File: config.mk
export PLATFORM = sky130hd
export DESIGN_NAME = data_path
export DESIGN_NICKNAME = d
export VERILOG_FILES = /design/src/rtl/data_path.sv
export SDC_FILE = /design/constraint.sdc
export NUM_CORES = 1
export LEC_CHECK = 0
export ABC_CLOCK_PERIOD_IN_PS = 1800
export CORE_UTILIZATION = 55
export CTS_CLUSTER_SIZE = 30
export DETAILED_ROUTE_END_ITERATION = 8
export DONT_BUFFER_PORTS = 1
export GPL_TIMING_DRIVEN = 1
export PLACE_DENSITY = 0.73
export SLEW_MARGIN = 10
export SYNTH_ARGS = -nofsm -noshare
export SYNTH_HDL_FRONTEND = slang
export SYNTH_SLANG_ARGS = --single-unit
File: constraint.sdc
create_clock -name clk -period 1.8 [get_ports clk]
set_clock_uncertainty 0.2 [all_clocks]
set_input_delay 0.27 -clock clk [delete_from_list [all_inputs] [get_ports clk]]
set_output_delay 0.27 -clock clk [all_outputs]
set_load 0.02 [all_outputs]
File: src/rtl/data_path.sv
// -----------------------------------------------------------------------------
// data_path -- bit-serial unsigned adder
//
// Adds two WIDTH-bit unsigned operands with a single 1-bit full adder and a
// carry flip-flop, LSB first. A request on go (sampled in IDLE) captures A and
// B. The result appears on sum, with the carry-out in sum[WIDTH], WIDTH+2
// rising edges after the edge that sampled go. sum holds between completions.
//
// Ports:
//   clk   in   1        rising-edge clock for all state
//   rst   in   1        asynchronous active-high reset
//   A     in   WIDTH    first operand (captured at start only)
//   B     in   WIDTH    second operand (captured at start only)
//   go    in   1        start request, level-sampled while IDLE
//   sum   out  WIDTH+1  registered result of the last completed addition
//   done  out  1        one-cycle completion pulse (only with DATA_PATH_DONE_EN)
//
// Build option:
//   DATA_PATH_DONE_EN  when defined, adds the done output and its register.
// -----------------------------------------------------------------------------
module data_path #(
  parameter int WIDTH = 8
) (
  input  logic             clk,
  input  logic             rst,
  input  logic [WIDTH-1:0] A,
  input  logic [WIDTH-1:0] B,
  input  logic             go,
`ifdef DATA_PATH_DONE_EN
  output logic [WIDTH:0]   sum,
  output logic             done
`else
  output logic [WIDTH:0]   sum
`endif
);

  localparam logic [1:0] IDLE = 2'd0;
  localparam logic [1:0] ADD  = 2'd1;
  localparam logic [1:0] DONE = 2'd2;

  localparam int            CW      = $clog2(WIDTH + 1);
  localparam logic [CW-1:0] CNT_MAX = CW'(WIDTH);

  logic [1:0]       state;
  logic [WIDTH-1:0] a_sh;
  logic [WIDTH-1:0] b_sh;
  logic [WIDTH-1:0] res;
  logic             carry;
  logic [CW-1:0]    cnt;

  // The one full adder, fed by the operand LSBs and the carry flop.
  logic s_bit;
  logic c_out;

  always_comb begin
    s_bit = a_sh[0] ^ b_sh[0] ^ carry;
    c_out = (a_sh[0] & b_sh[0]) | (a_sh[0] & carry) | (b_sh[0] & carry);
  end

  // NOTE: every flop here uses non-blocking assignments and sits in the async
  // reset branch, so a reset mid-addition clears all partial state at once.
  always_ff @(posedge clk or posedge rst) begin
    if (rst) begin
      state <= IDLE;
      a_sh  <= '0;
      b_sh  <= '0;
      res   <= '0;
      carry <= 1'b0;
      cnt   <= '0;
      sum   <= '0;
    end else begin
      case (state)
        IDLE: begin
          if (go) begin
            a_sh  <= A;
            b_sh  <= B;
            res   <= '0;
            carry <= 1'b0;
            cnt   <= '0;
            state <= ADD;
          end
        end
        ADD: begin
          // WIDTH bit-steps, then one edge to notice the count is exhausted;
          // this gives the WIDTH+2 edge start-to-sum latency.
          if (cnt == CNT_MAX) begin
            state <= DONE;
          end else begin
            res   <= {s_bit, res[WIDTH-1:1]};
            carry <= c_out;
            a_sh  <= a_sh >> 1;
            b_sh  <= b_sh >> 1;
            cnt   <= cnt + CW'(1);
          end
        end
        DONE: begin
          sum   <= {carry, res};
          state <= IDLE;
        end
        default: state <= IDLE;
      endcase
    end
  end

`ifdef DATA_PATH_DONE_EN
  // High for the single cycle after the edge that loads sum.
  always_ff @(posedge clk or posedge rst) begin
    if (rst) begin
      done <= 1'b0;
    end else begin
      done <= (state == DONE);
    end
  end
`endif

endmodule

### Word-level counts from Yosys, hierarchy flattened

Index checks and enable logic that the tools add are counted.

* flip-flop bits (word level): 40
* bits of input ports: 19
* output and inout bits: 9

* add/sub/neg operators: 1
* equality and inequality tests: 6
* muxes and demuxes: 18
* bitwise gates (word level): 7
* reductions and logical operators: 4

Operators with widths (number)
* 8-bit 2-to-1 mux: 6
* 8-bit one-hot mux with 2 select lines: 3
* 4-bit 2-to-1 mux: 2
* 4-bit one-hot mux with 2 select lines: 1
* 2-bit inequality test (second input constant): 3
* 4-bit by 1-bit adder with 4-bit output (second input constant): 1
* 4-bit == test (second input constant): 1
* 2-bit 2-to-1 mux: 2
* 2-bit one-hot mux with 2 select lines: 1
* 1-bit bitwise AND: 3
* 3-bit AND reduction: 1
* 2-bit by 1-bit == test with 1-bit output (second input constant): 1
* 2-bit == test (second input constant): 1
* 2-bit logical NOT: 1
* 1-bit 2-to-1 mux: 2
* 1-bit bitwise OR: 2
* 1-bit one-hot mux with 2 select lines: 1
* 2-bit AND reduction: 1
* 2-bit nonzero test: 1
* 1-bit XOR: 2

### Depth between registers and ports, before layout

* depth in word-level cells: 5
* depth in mapped cells: 7
* depth with buffers taken out: 6

### Worst setup path after synthesis

No wires, ideal clock.

* path kind: flip-flop to flip-flop
* start point: register cnt[0]
* end point: register a_sh[4]
* data arrival time: 1.555 ns
* data required time: 1.472 ns
* setup slack: -0.082 ns
* cell stages (with the launch flop): 8
* path buffers: 1
* clock period less this slack: 1.882 ns
* cell sequence: dfrtp_1 > inv_1 > ha_1 > and3b_1 > a21o_2 > inv_4 > buf_6 > mux2_1

* cells in the longest elaborated chain, start to end: 3

RTL lines
* from (decl): RTL line 49 `logic [CW-1:0] cnt;`
* from (signal assigned): RTL line 93 `cnt <= cnt + CW'(1);`
* 4-bit == test: RTL line 86 `if (cnt == CNT_MAX) begin`
* 2-bit inequality test (no line)
* 3-bit AND reduction (no line)
* to (signal assigned): RTL line 91 `a_sh <= a_sh >> 1;`
* to (decl): RTL line 45 `logic [WIDTH-1:0] a_sh;`

No other way between the ends.
A chain may end at the register's enable or synchronous reset.

### Final worst setup path

* start point: register cnt[1]
* end point: register a_sh[5]

Same word-level chain as after synthesis.

==> impl_metrics.json <==
{
  "place_area_mm2": 0.00189,
  "core_area_mm2": 0.00308,
  "cpPeakStageDelay_ns": 0.39,
  "first_iter_violations": 34,
  "cts_root_buffer": "clkbuf_4",
  "synth_area_leader_cell": "dfrtp_1",
  "reg2reg_slack_ns": -0.03,
  "synth_cell_types": 24,
  "max_freq_ghz": 0.546,
  "ys_async_sr_fraction_pct": 100,
  "port_buffers": 0,
  "die_w_um": 59.3,
  "clk_path_buf_depth": 2,
  "place_inst": 165,
  "cts_tree": "yes",
  "ant_nets": 0,
  "io_pins": 28,
  "cts_max_level": 2,
  "num_vias": 1026,
  "die_area_mm2": 0.00352,
  "crit_path_cell_trace": "inv_1, ha_4, and3b_2, a21o_4, clkinv_8, mux2_4",
  "cp_max_fo": 8,
  "cp_slowest_cell": "dfrtp_1",
  "yosysSeqAreaShare_pct": 55.4,
  "worstSkewPairLatency_ns": 0.35,
  "place_congestion": 0.766,
  "die_y_um": 59.3,
  "wl_per_cell_um": 17.1,
  "start_util_pct": 58.7,
  "finalHoldViolations": 0,
  "status": "complete, but fails checks",
  "rsz0062_at_grt": "yes",
  "nFillCells": 227,
  "critPathLaunchType": "flip-flop",
  "critPathRequiredTime_ns": 1.84,
  "cts_buffers": 5,
  "max_cap_viol_count": 0,
  "syn_avg_cell_area_um2": 15.2,
  "hold_ws_ns": 0.0394,
  "grt_pass1_vias": 1086,
  "violations": "setup timing",
  "drc": 0,
  "grt_pass1_wl_mm": 5.33,
  "drive_above_1_share_pct": 44.0,
  "ys_warn_count": 0,
  "grtUsageTotal_pct": 21.5,
  "ys_top_cells_by_count": "dfrtp_1, mux2_2, mux2_4, a22o_1, inv_1",
  "via_per_inst": 5.29,
  "finalPower_w": 0.00417,
  "finalNonFillerCells": 194,
  "final_area_mm2": 0.00223,
  "hpwl_mm": 1.93,
  "irDropWorstVdd_v": 0.00111,
  "cp.arrival_ns": 1.87,
  "period_minus_slack_ns": 1.83,
  "finalNetCount": 172,
  "synth-seq-cells": 40,
  "clock-sinks": 40,
  "hold_class": "input port to flip-flop",
  "synth_cells": 119,
  "syn_to_final_growth_pct": 23.3,
  "synthFlopType": "dfrtp_1",
  "grt_max_degree": 41,
  "relSlewSlack_pct": 67.2,
  "finalWorstSetupSlack_ns": -0.0326,
  "power.density_mw_per_mm2": 1870,
  "drt_wl_total_mm": 3.32,
  "yosys.area.top_type_share_pct": 55.4,
  "yosys-top-cells-area": "dfrtp_1, mux2_2, mux2_4",
  "syn-cell-area_mm2": 0.00181,
  "cts.clk_slew.worst_paths_ns": 0.12,
  "fin_crit_sh_pct": 102,
  "path_class": "flip-flop to flip-flop",
  "num_rows": 20,
  "setup_viol": 15,
  "grt_overflow": 0,
  "end_kind": "flip-flop",
  "synth_edf_count": 0,
  "post-place-ws_ns": -0.0617,
  "maxSlewViolCount": 0,
  "tightest_slew_ns": 0.492,
  "synth_most_common_cell": "dfrtp_1",
  "first_pass_iters": 4,
  "antennaDiodeCount": 0,
  "leakagePower_nw": 1.09,
  "synth_nets": 141,
  "antenna_found_initial": 0
}
[flip-flops by register name (all words and copies together), names as in the netlist]
signal / flops
a_sh: 8
b_sh: 8
carry: 1
cnt: 4
res: 8
state: 2
sum: 9
[worst max-delay path, delay by kind of cell, from the launching register on]
kind	cells	cell delay, ns
compound gates	1	0.24
fa+ha+maj	1	0.13
buf+inv	2	0.20
flops	1	0.39
mux	1	0.31
simple gates	1	0.23
[what timing repair did]
item / in CTS / in global routing
gates resized for setup: 5 / 12
pin swaps: 0 / 14
buffers inserted: 1 / 3
hold buffers: 16 / 0
hold endpoints to repair: 55 / 0
setup endpoints to repair: 16 / 27
cloned: 1 / 1
[final cells by class]
class | instances | area [um^2] | share of cell area, %
sequential | 40 | 1000 | 45.0
clock buffer | 5 | 37.5 | 1.69
multi-input combinational | 68 | 782 | 35.1
tap | 44 | 55.1 | 2.47
timing repair inverter | 1 | 11.3 | 0.506
timing repair buffer | 29 | 295 | 13.3
inverter | 5 | 31.3 | 1.41
clock inverter | 2 | 12.5 | 0.562
[path summary, 6_finish.rpt]
kind | cells past startpoint | start | to
min in group asynchronous | 3 | rst | sum[4]
max in group asynchronous | 3 | rst | a_sh[1]
worst min register to register | 1 | a_sh[7] | a_sh[7]
worst min-delay path | 2 | B[2] | b_sh[2]
worst max-delay path | 6 | cnt[1] | a_sh[5]
worst max register to register | 6 | cnt[1] | a_sh[5]
[logic make-up after synthesis]
| family | share of synthesized area [%] |
|---|---|
| flops | 55.4 |
| mux | 26.6 |
| compound gates | 7.97 |
| buf+inv | 4.09 |
| simple gates | 3.40 |
| fa+ha+maj | 2.49 |
[metal layers]
layer,part of all wire [%],GRT usage (%)
met1,45,27.8
met3,3.6,6.77
met5,0,0
met2,50,33.9
met4,1.4,8.16
[metrics by stage]
stage | utilization, % | setup TNS (ns)
final | 72.3 | -0.261
after global routing | 72.3 | -1.39
after CTS | 69.2 | 0
after detailed placement | 61.4 | -0.324
after global placement | 61.4 | 0
after floorplan | - | -0.135
[report_power, final]
part	switching, W	total (W)	leakage [nW]	internal (W)
registers	0.000359	0.00165	0.517	0.00129
clock network	0.000294	0.000437	0.0271	0.000143
logic	0.000786	0.00208	0.550	0.00130
total	0.00144	0.00417	1.09	0.00273
[cells in the final DEF, fill, tap and decap left out, types with 2 or more instances in the layout]
master,instances
dfrtp_1,40
mux2_4,21
mux2_2,17
dlygate4sd3_1,16
a22o_1,12
buf_4,10
clkbuf_4,5
inv_1,3
nand3_1,2
Note: power is estimated with default switching activity, not from simulation.
